### config.mk
export PLATFORM = sky130hd
export DESIGN_NAME = division
export DESIGN_NICKNAME = d
export VERILOG_FILES = /design/src/rtl/division.sv
export SDC_FILE = /design/constraint.sdc
export NUM_CORES = 1
export LEC_CHECK = 0
export CAP_MARGIN = 20
export CORE_MARGIN = 3
export CORE_UTILIZATION = 35
export DETAILED_ROUTE_END_ITERATION = 6
export GPL_TIMING_DRIVEN = 0
export PLACE_DENSITY = 0.58
export SLEW_MARGIN = 5
export SYNTH_ARGS = -nofsm -noshare
export SYNTH_HDL_FRONTEND = slang
export SYNTH_SLANG_ARGS = --single-unit
### constraint.sdc
create_clock -name clk -period 2.5 [get_ports clk]
set_input_delay 0.5 -clock clk [delete_from_list [all_inputs] [get_ports clk]]
set_output_delay 0.5 -clock clk [all_outputs]
set_load 0.03 [all_outputs]
### src/rtl/division.sv
// Restoring unsigned divider: 2W-bit dividend by W-bit divisor, one quotient bit per clock.
// Zero-divisor and quotient-overflow cases bypass the iteration and complete in one cycle.
module division #(
    parameter int unsigned W = 32
) (
    input  logic           clk,
    input  logic           rst,
    input  logic           start,
    input  logic [2*W-1:0] dividend,
    input  logic [W-1:0]   divisor,
    output logic           busy,
    output logic           done,
    output logic [W-1:0]   quotient,
    output logic [W-1:0]   remainder,
    output logic           div_zero,
    output logic           overflow
);
    // state | meaning
    // IDLE  | waiting for start
    // RUN   | shifting out one quotient bit per cycle
    // DONE  | results valid, done pulse; start accepted back-to-back
    typedef enum logic [1:0] {
        IDLE = 2'd0,
        RUN  = 2'd1,
        DONE = 2'd2
    } state_t;

    localparam int unsigned CW = $clog2(W);

    state_t          state;
    logic [W-1:0]    r;
    logic [W-1:0]    q;
    logic [W-1:0]    dvs;
    logic [CW-1:0]   count;

    logic [W:0]      t;
    logic [W-1:0]    r_nxt;
    logic [W-1:0]    q_nxt;
    logic            q_bit;

    // The partial remainder stays below the divisor, so the W+1 bit trial fits.
    always_comb begin
        t     = {r, q[W-1]};
        q_bit = 1'b0;
        r_nxt = t[W-1:0];
        if (t >= {1'b0, dvs}) begin
            q_bit = 1'b1;
            r_nxt = W'(t - {1'b0, dvs});
        end
        q_nxt = {q[W-2:0], q_bit};
    end

    always_ff @(posedge clk) begin
        if (rst) begin
            state     <= IDLE;
            r         <= '0;
            q         <= '0;
            dvs       <= '0;
            count     <= '0;
            busy      <= 1'b0;
            done      <= 1'b0;
            quotient  <= '0;
            remainder <= '0;
            div_zero  <= 1'b0;
            overflow  <= 1'b0;
        end else begin
            case (state)
                IDLE, DONE: begin
                    done  <= 1'b0;
                    busy  <= 1'b0;
                    state <= IDLE;
                    if (start) begin
                        if (divisor == '0) begin
                            state     <= DONE;
                            done      <= 1'b1;
                            quotient  <= '1;
                            remainder <= dividend[W-1:0];
                            div_zero  <= 1'b1;
                            overflow  <= 1'b0;
                        end else if (dividend[2*W-1:W] >= divisor) begin
                            state     <= DONE;
                            done      <= 1'b1;
                            quotient  <= '1;
                            remainder <= '0;
                            div_zero  <= 1'b0;
                            overflow  <= 1'b1;
                        end else begin
                            state <= RUN;
                            busy  <= 1'b1;
                            r     <= dividend[2*W-1:W];
                            q     <= dividend[W-1:0];
                            dvs   <= divisor;
                            count <= CW'(W - 1);
                        end
                    end
                end
                RUN: begin
                    r     <= r_nxt;
                    q     <= q_nxt;
                    count <= count - 1'b1;
                    if (count == '0) begin
                        state     <= DONE;
                        busy      <= 1'b0;
                        done      <= 1'b1;
                        quotient  <= q_nxt;
                        remainder <= r_nxt;
                        div_zero  <= 1'b0;
                        overflow  <= 1'b0;
                    end
                end
                default: begin
                    state <= IDLE;
                    busy  <= 1'b0;
                    done  <= 1'b0;
                end
            endcase
        end
    end
endmodule

==> results.toml, run 1 <==
[outcome]
run_status = "finished, violations left"
violated_checks = "negative setup slack"

[pwr]
p_int_mw = 9.13
p_sw_mw = 6.88
switching_share = 0.430
fin_total_pwr_mw = 16.0
power.share.clock = 0.172
power.static_leakage_nw = 6.86
worst_ir_drop_vdd_mv = 0.572
power_density_nw_per_um2 = 920
comb_power_share = 0.610
power_frac_seq = 0.218

[worst_setup_path]
cp_data_required_time_ps = 2790
crit_path_from = "r[10]"
largest_driver_fanout_on_the_critical_path = 7
crit_arrival_ps = 3130
r2r_start = "r[10]"
worst_path_largest_cell_delay_ps = 430
cp_cell_sequence = "ha_4, a21oi_2, o21ai_2, a21o_1, o311ai_4, o221ai_4, buf_12, buf_8, buf_12, nor2_4, a211oi_4, buf_4, a211oi_2, nor3_1"
end_kind = "register"
crit_slowest_cell = "o311ai_4"
cpMostUsedCell = "buf_12"
crit_type = "reg -> reg"
critPathLaunchType = "register"

[synthesis]
syn_inst = 1274
post_synthesis_instance_area_sq_um = 10300
postSynth.asyncResetShare = 0
yosys.cell_types.count = 85
synth.yosys.seq_area_share = 0.328
most_common_library_cells_after_synthesis = "dfxtp_1 (169), nor2_1 (141), nand2_1 (130)"
synth-main-ff-cell = "dfxtp_1"
postSynthRegisterBits = 169
yosys.area.top_type = "dfxtp_1"
synthMostInstantiatedCell = "dfxtp_1"
postSynthAreaPerCell_sq_um = 8.10
synthesis.nets = 1440
synth.area.top_cells = "dfxtp_1 (33%), ha_1 (8.0%), a21oi_1 (5.1%), nor2_1 (5.1%), nand2_1 (4.7%)"
synth.yosys.warnings = 0
synth_top_area_frac = 0.328
synth-edff-count = 0

[final_layout]
final_util = 0.603
fillerInstances = 2377
share_of_layout_cells_above_drive_strength_1 = 0.446
stdcell_count = 1978
antennaDiodeCount = 0
finalNetCount = 1747
flow.area_growth_from_synthesis_pct = 68.6
layout.cell_area.non_filler_sq_um = 17400

[worst_hold_path]
hp-class = "in -> reg"
hold_path.startpoint = "divisor[21]"

[timing]
final-setup-viol-count = 138
worst_clock_skew_ps = 10.6
max_slew_margin = 0.308
post-route-min-period_ps = 2830
maxClockFrequency_ghz = 0.353
timing.final.crit_share = 1.13
hold_violation_total_from_the_final_report = 0
timing.final.ws_setup_ps = -334
final-max-slew-violation-count = 0
setup_repair_after_global_routing_missed_its_margin = "yes"
worstMarginPinSlew_ps = 1040

[clock_network]
tritoncts = "done"
clock_path_buffers = 2
number_of_h_tree_levels = 4
clk_root_buffer_cell = "clkbuf_16"
cts.reportedPaths.clkPinSlew_ps = 80
clock-sinks = 169
cts_buffers = 17
clock_insertion_delay_worst_skew_ps = 440

[route]
avgRoutedWirePerCell_um = 22.6
route.vias.total = 11300
vias_per_cell = 5.70
detail_route.wirelength_mm = 44.8
final_antenna_net_count = 0
drc = 0
drt_first_pass_iters = 5
drt-initial-drc-count = 1101

[die]
rows = 62
die-area_sq_um = 31600
floorplan.initialDensity = 0.357
io-pin-count = 167
die_w_um = 178
die_h_um = 178
coreArea_sq_um = 28900

[global_routing]
globalRoute.totalOverflow = 0
antenna_found_initial = 0
via_count_of_the_first_global_routing_pass = 10700
track_usage = 0.267
wire_length_of_the_first_global_routing_pass_mm = 64.1
grt_max_degree = 19

[placement]
place.gp.congestion = 0.904
preCtsSetupSlack_ps = -1280
dpl.hpwl_mm = 30.9
dp.cells = 1823
post_dp_cell_area_sq_um = 12800
io_buffer_count = 165

[run]
maxCapViolCount = 0
-- critical path: cells and delay by family, from the launching register on --
family / cells / cell delay (ps)
AO/OA/AOI/OAI: 7 / 1240
adder cells (fa/ha/maj): 1 / 260
buffers and inverters: 4 / 610
flip-flops: 1 / 370
AND/OR/NAND/NOR: 2 / 190
-- what timing repair did --
item	4_1_cts	5_1_grt
pin swaps	120	142
gates cloned	12	10
hold buffers	0	0
resized for setup	546	385
setup buffers	76	42
endpoints found under the setup margin	169	164
-- cell type report --
type	instances	area [sq um]	area share
timing repair buffer	293	3090	0.178
timing repair inverter	1	8.76	0.000504
clock inverter	15	176	0.0101
tap	384	480	0.0276
inverter	83	358	0.0206
buffer	80	699	0.0402
clock buffer	17	425	0.0245
sequential	169	3440	0.198
multi-input combinational	936	8710	0.501
-- state kept, by name, summed over array words and instances (netlist names), 5 cells and up --
signal / cells
quotient: 32
dvs: 32
remainder: 32
count: 5
q: 32
r: 32
-- placed cells by master (no fill, tap or decap), types with 19 or more instances in the layout --
cell and count:
dfxtp_1 136, nor2_1 121, clkdlybuf4s50_1 101, buf_4 83, nand2_1 78, a21oi_2 65
inv_1 57, nor3_1 57, buf_6 48, ha_4 40, mux2i_1 36, a21oi_1 34
a211oi_1 34, nand2_4 32, clkbuf_1 32, buf_12 28, dfxtp_2 27, mux2_4 26
a211oi_2 23, clkbuf_16 23, nor3_2 22, a21o_1 19
-- final timing paths --
path / end / slack, ps / cells past startpoint
setup / recovery: remainder[4] / -330 / 14
hold / removal: dvs[21] / 300 / 3
setup reg to reg: remainder[4] / -330 / 14
hold reg to reg: dvs[10] / 460 / 2
-- per-stage QoR --
step / hold slack (ps) / TNS, ps
finish: 297 / -22940
global route: 295 / -31480
CTS: 300 / -10860
detailed placement: 448 / -198870
global placement: 444 / -201190
floorplan: 436 / -5190
-- layer usage --
metal,vias to the layer above,GRT usage,wire length [um]
li1,5173,-,-
met1,5448,0.365,19600
met2,530,0.425,20600
met3,115,0.0445,3130
met4,0,0.0916,1470
met5,-,0,0
-- power by group through the flow --
| stage | clock network, mW | logic, mW | registers (mW) |
|---|---|---|---|
| after floorplan | 0 | 3.71 | 3.62 |
| after global placement | 0 | 5.63 | 3.45 |
| after detailed placement | 0 | 5.65 | 3.45 |
| after CTS | 2.76 | 8.38 | 3.43 |
| after global routing | 2.88 | 10.2 | 3.52 |
| final | 2.76 | 9.76 | 3.49 |
-- logic make-up after synthesis --
| kind of cell | after synthesis | synth area share |
|---|---|---|
| fa+ha+maj | 67 | 0.0820 |
| mux | 67 | 0.0687 |
| simple gates | 448 | 0.199 |
| flops | 169 | 0.328 |
| buf+inv | 170 | 0.0730 |
| compound gates | 329 | 0.229 |
| xor+xnor | 24 | 0.0204 |
Power figures use the tool's default switching activity.
==> run 2: changes to the inputs <==
--- a/config.mk
+++ b/config.mk
@@ -10,7 +10,7 @@
 export CORE_UTILIZATION = 35
 export DETAILED_ROUTE_END_ITERATION = 6
 export GPL_TIMING_DRIVEN = 0
-export PLACE_DENSITY = 0.58
+export PLACE_DENSITY_LB_ADDON = 0.1
 export SLEW_MARGIN = 5
 export SYNTH_ARGS = -nofsm -noshare
 export SYNTH_HDL_FRONTEND = slang
==> run 2 against run 1 <==
Net effect:
- the run still ends with negative setup slack left
- routed wire length is 2.1% higher
- clock power shrank 4%
- combinational power fell by 1%
- first-iteration DRC count fell by 24%
- sequential power hardly changed
- flip-flop and latch count unchanged
- clock skew up 3.9 ps
- global-route usage is 0.42 points higher
- count of clock-buffer cells in the layout increased by 1
- critical endpoint is now remainder[27]
==> results.toml, run 2 (synthesized netlist as in run 1, its figures left out) <==
[clock_network]
clk_root_buffer_cell = "clkbuf_16"
clock_path_buffers = 2
clock-sinks = 169
number_of_h_tree_levels = 4
tritoncts = "done"
clock_insertion_delay_worst_skew_ps = 440
cts-hold-fix-buffers = 0
cts.reportedPaths.clkPinSlew_ps = 80
cts_buffers = 17

[die]
coreArea_sq_um = 28900
die_w_um = 178
rows = 62
die-area_sq_um = 31600
io-pin-count = 167
die_h_um = 178
floorplan.initialDensity = 0.357

[global_routing]
wire_length_of_the_first_global_routing_pass_mm = 65.0
via_count_of_the_first_global_routing_pass = 10800
grt_max_degree = 19
globalRoute.totalOverflow = 0
track_usage = 0.271
antenna_found_initial = 0

[timing]
timing.final.crit_share = 1.17
worst_clock_skew_ps = 14.5
final-setup-viol-count = 166
worstMarginPinSlew_ps = 1160
max_slew_margin = 0.230
setup_repair_after_global_routing_missed_its_margin = "yes"
timing.final.ws_setup_ps = -413
post-route-min-period_ps = 2910
maxClockFrequency_ghz = 0.343
final-max-slew-violation-count = 0
hold_violation_total_from_the_final_report = 0

[worst_setup_path]
end_kind = "register"
worst_path_largest_cell_delay_ps = 380
critPathLaunchType = "register"
cp_cell_sequence = "inv_2, ha_4, a21oi_4, o21ai_2, a21o_1, o311a_4, o211a_4, nor3_4, mux2_4, a221oi_4, a211oi_2"
crit_slowest_cell = "o311a_4"
largest_driver_fanout_on_the_critical_path = 3
crit_type = "reg -> reg"
crit_arrival_ps = 3190
worst-r2r-setup-slack_ps = -410
cp_data_required_time_ps = 2780
critical_path.n_buffers_inverters = 1
critical_path.top_delay_family = "compound AO/OA/AOI/OAI gates"

[placement]
dp.cells = 1823
preCtsSetupSlack_ps = -1330
io_buffer_count = 165
place.gp.congestion = 0.874
dpl.hpwl_mm = 31.8

[final_layout]
flow.area_growth_from_synthesis_pct = 70.8
final_cell_mix = "dfxtp_1 (133), nor2_1 (123), buf_4 (106)"
final_util = 0.611
layout_commonest_cell = "dfxtp_1"
seqCellArea_sq_um = 3440
stdcell_count = 2008
multi_input_area_sq_um = 8640
share_of_layout_cells_above_drive_strength_1 = 0.458
fillerInstances = 2507
antennaDiodeCount = 0
finalNetCount = 1777

[route]
drc = 0
route.vias.total = 11200
avgRoutedWirePerCell_um = 22.8
final_antenna_net_count = 0
vias_per_cell = 5.60
drt-initial-drc-count = 841
drt_first_pass_iters = 7
detail_route.wirelength_mm = 45.7

[pwr]
p_int_mw = 9.08
comb_power_share = 0.610
switching_share = 0.425
fin_total_pwr_mw = 15.8
power.share.clock = 0.168
power.static_leakage_nw = 7.02
worst_ir_drop_vdd_mv = 0.613
p_sw_mw = 6.72
power_frac_seq = 0.221
power_density_nw_per_um2 = 896

[outcome]
violated_checks = "negative setup slack"
run_status = "finished, violations left"

[worst_hold_path]
hp-class = "in -> reg"

[run]
maxCapViolCount = 0
## run 2: changes by cell type in the layout (fill, tap and decap cells not counted), sizes merged, moves of 2 or more
cell,before,now
dlygate4sd2,13,21
dlymetal6s2s,2,0
inv,92,89
clkinv,6,8
clkbuf,74,66
buf,193,228
## run 2: cell type report
type	instances	area share
multi-input combinational	935	0.490
clock inverter	14	0.00859
tap	384	0.0273
sequential	169	0.195
timing repair buffer	323	0.191
buffer	81	0.0420
timing repair inverter	1	0.000923
inverter	83	0.0206
clock buffer	18	0.0244
## run 2: worst paths after layout
check               from             to  depth (start not counted)
max               dvs[9]  remainder[27]                         11
min          divisor[21]        dvs[21]                          3
max reg2reg       dvs[9]  remainder[27]                         11
min reg2reg      dvs[25]        dvs[25]                          2
## run 2: worst register-to-register path, cell delays in order, from the launching register on
cell	delay [ps]
dfxtp_2	340
inv_2	40
ha_4	260
a21oi_4	150
o21ai_2	80
a21o_1	230
o311a_4	380
o211a_4	280
nor3_4	290
mux2_4	350
a221oi_4	240
a211oi_2	100
## run 2: metal layers
layer | up-vias | GRT usage | wire length, um
li1 | 5246 | - | -
met1 | 5414 | 0.362 | 19700
met2 | 465 | 0.442 | 21100
met3 | 120 | 0.0419 | 2980
met4 | 0 | 0.0988 | 1970
met5 | - | 0 | 0
## run 2: timing repair
action / CTS / global route
gates cloned: 17 / 8
resized for setup: 572 / 337
pin swaps: 155 / 179
setup endpoints to repair: 169 / 168
setup buffers: 89 / 52
## run 2: per-stage QoR
stage                     setup TNS [ps]  cell area, sq um  hold slack (ps)
after global placement           -204450             12800              444
after floorplan                    -5190             10700              436
after global routing              -40400             17600              293
final                             -29840             17600              300
after detailed placement         -206990             12800              447
after CTS                         -16400             16100              304
## run 2: power groups by stage
stage | logic, mW | registers, mW | clock network (mW)
detailed placement | 5.69 | 3.44 | 0
finish | 9.64 | 3.50 | 2.66
CTS | 8.20 | 3.43 | 2.67
global placement | 5.66 | 3.44 | 0
global route | 10.1 | 3.53 | 2.80
floorplan | 3.71 | 3.62 | 0
==> variant, RTL diff (config.mk and constraints of run 1) <==
`W`: 32 -> 64.
--- a/src/rtl/division.sv
+++ b/src/rtl/division.sv
@@ -1,7 +1,7 @@
 // Restoring unsigned divider: 2W-bit dividend by W-bit divisor, one quotient bit per clock.
 // Zero-divisor and quotient-overflow cases bypass the iteration and complete in one cycle.
 module division #(
-    parameter int unsigned W = 32
+    parameter int unsigned W = 64
 ) (
     input  logic           clk,
     input  logic           rst,
Interface: changed (resized dividend, divisor, quotient and remainder); port bits go from 167 to 327. No check against the original RTL was run, so the function may have changed too.
==> variant against run 1 <==
Area after synthesis grew 92%. Power rose by 89%. Synthesized cell count is 97% higher. Critical path depth increased by 2. Sequential cell count is 161 higher. Core utilization fell by 6.9 points. Largest cell class unchanged. Design area rose by 70%. Cell count grew 90%. Worst hold slack better by 0.034 ns. Highest routed layer unchanged. Worst setup slack got worse by 0.67 ns. The flow still finishes with violations (negative setup slack). Fmax fell by 19%. Sequential power rose by 92%. First-iteration DRC count grew 27%. Routed wire length increased by 110%.
==> variant: results (changes against run 1) <==
| Metric | Value |
|---|---|
| Status | `finished with violations` |
| Failing checks | `negative setup slack` |
| Final-layout clock-cell area share | `0.04962 (+0.01502)` |
| Fin Hold WS | `0.3317 ns (+0.03425 ns)` |
| Worst Clk Skew | `0.01978 ns (+0.009181 ns)` |
| Vias in the first global route | `20,650 (+92%)` |
| Worst skew pair latency | `0.58 ns (+0.14 ns)` |
| CP max FO | `10 (+3)` |
| Final setup viols | `330 (+140%)` |
| Initial antenna violation count | `1 (+1)` |
| Static Leak | `12.43 nW (+81%)` |
| GR Layer Usage met3 | `0.04611 (+0.001613)` |
| Clock Tree Buf Depth | `3 (+1)` |
| Number of I/O port buffers | `325 (+97%)` |
| Syn Inst Count | `2,508 (+97%)` |
| HP Start | `divisor[0]` |
| Layout fillers | `5,256 (+120%)` |
| Slowest CP cell | `o31a_1` |
| Worst Tran Pin Value | `1.110 ns (+0.07114 ns)` |
| Multi-input gate area | `14,330 sq um (+64%)` |
| Final worst-path setup slack | `-1.005 ns (-0.6711 ns)` |
| Largest net degree at the start of global routing | `14 (-5)` |
| Core Util, Final | `0.5341 (-0.06862)` |
| Multi-input gate count | `1,861 (+99%)` |
| FF/Latch Area | `6625 sq um (+93%)` |
## variant: metal layers
metal | vias up | part of all wire | routed length [microns]
met2 | 797 | 0.46 | 43290
met4 | 0 | 0.037 | 3443
met1 | 10410 | 0.43 | 40600
met5 | - | 0 | 0
li1 | 9927 | - | -
met3 | 148 | 0.067 | 6275
## variant: where the power goes
group          internal, W  switching, W
clock network      0.00392       0.00258
registers          0.00601      0.000692
logic              0.00732       0.00972
## variant: cell families after synthesis
family	Yosys count	synth area share
simple gates	881	0.1995
compound gates	621	0.2052
flops	330	0.3342
buf+inv	317	0.06259
mux	167	0.08816
fa+ha+maj	131	0.08329
xor+xnor	61	0.02702
## variant: what timing repair did
item | in CTS | in global routing
pin swaps | 63 | 71
gates cloned | 4 | 5
resized for setup | 216 | 321
endpoints found under the setup margin | 330 | 330
endpoints found under the hold margin | 0 | 0
setup buffers | 31 | 65
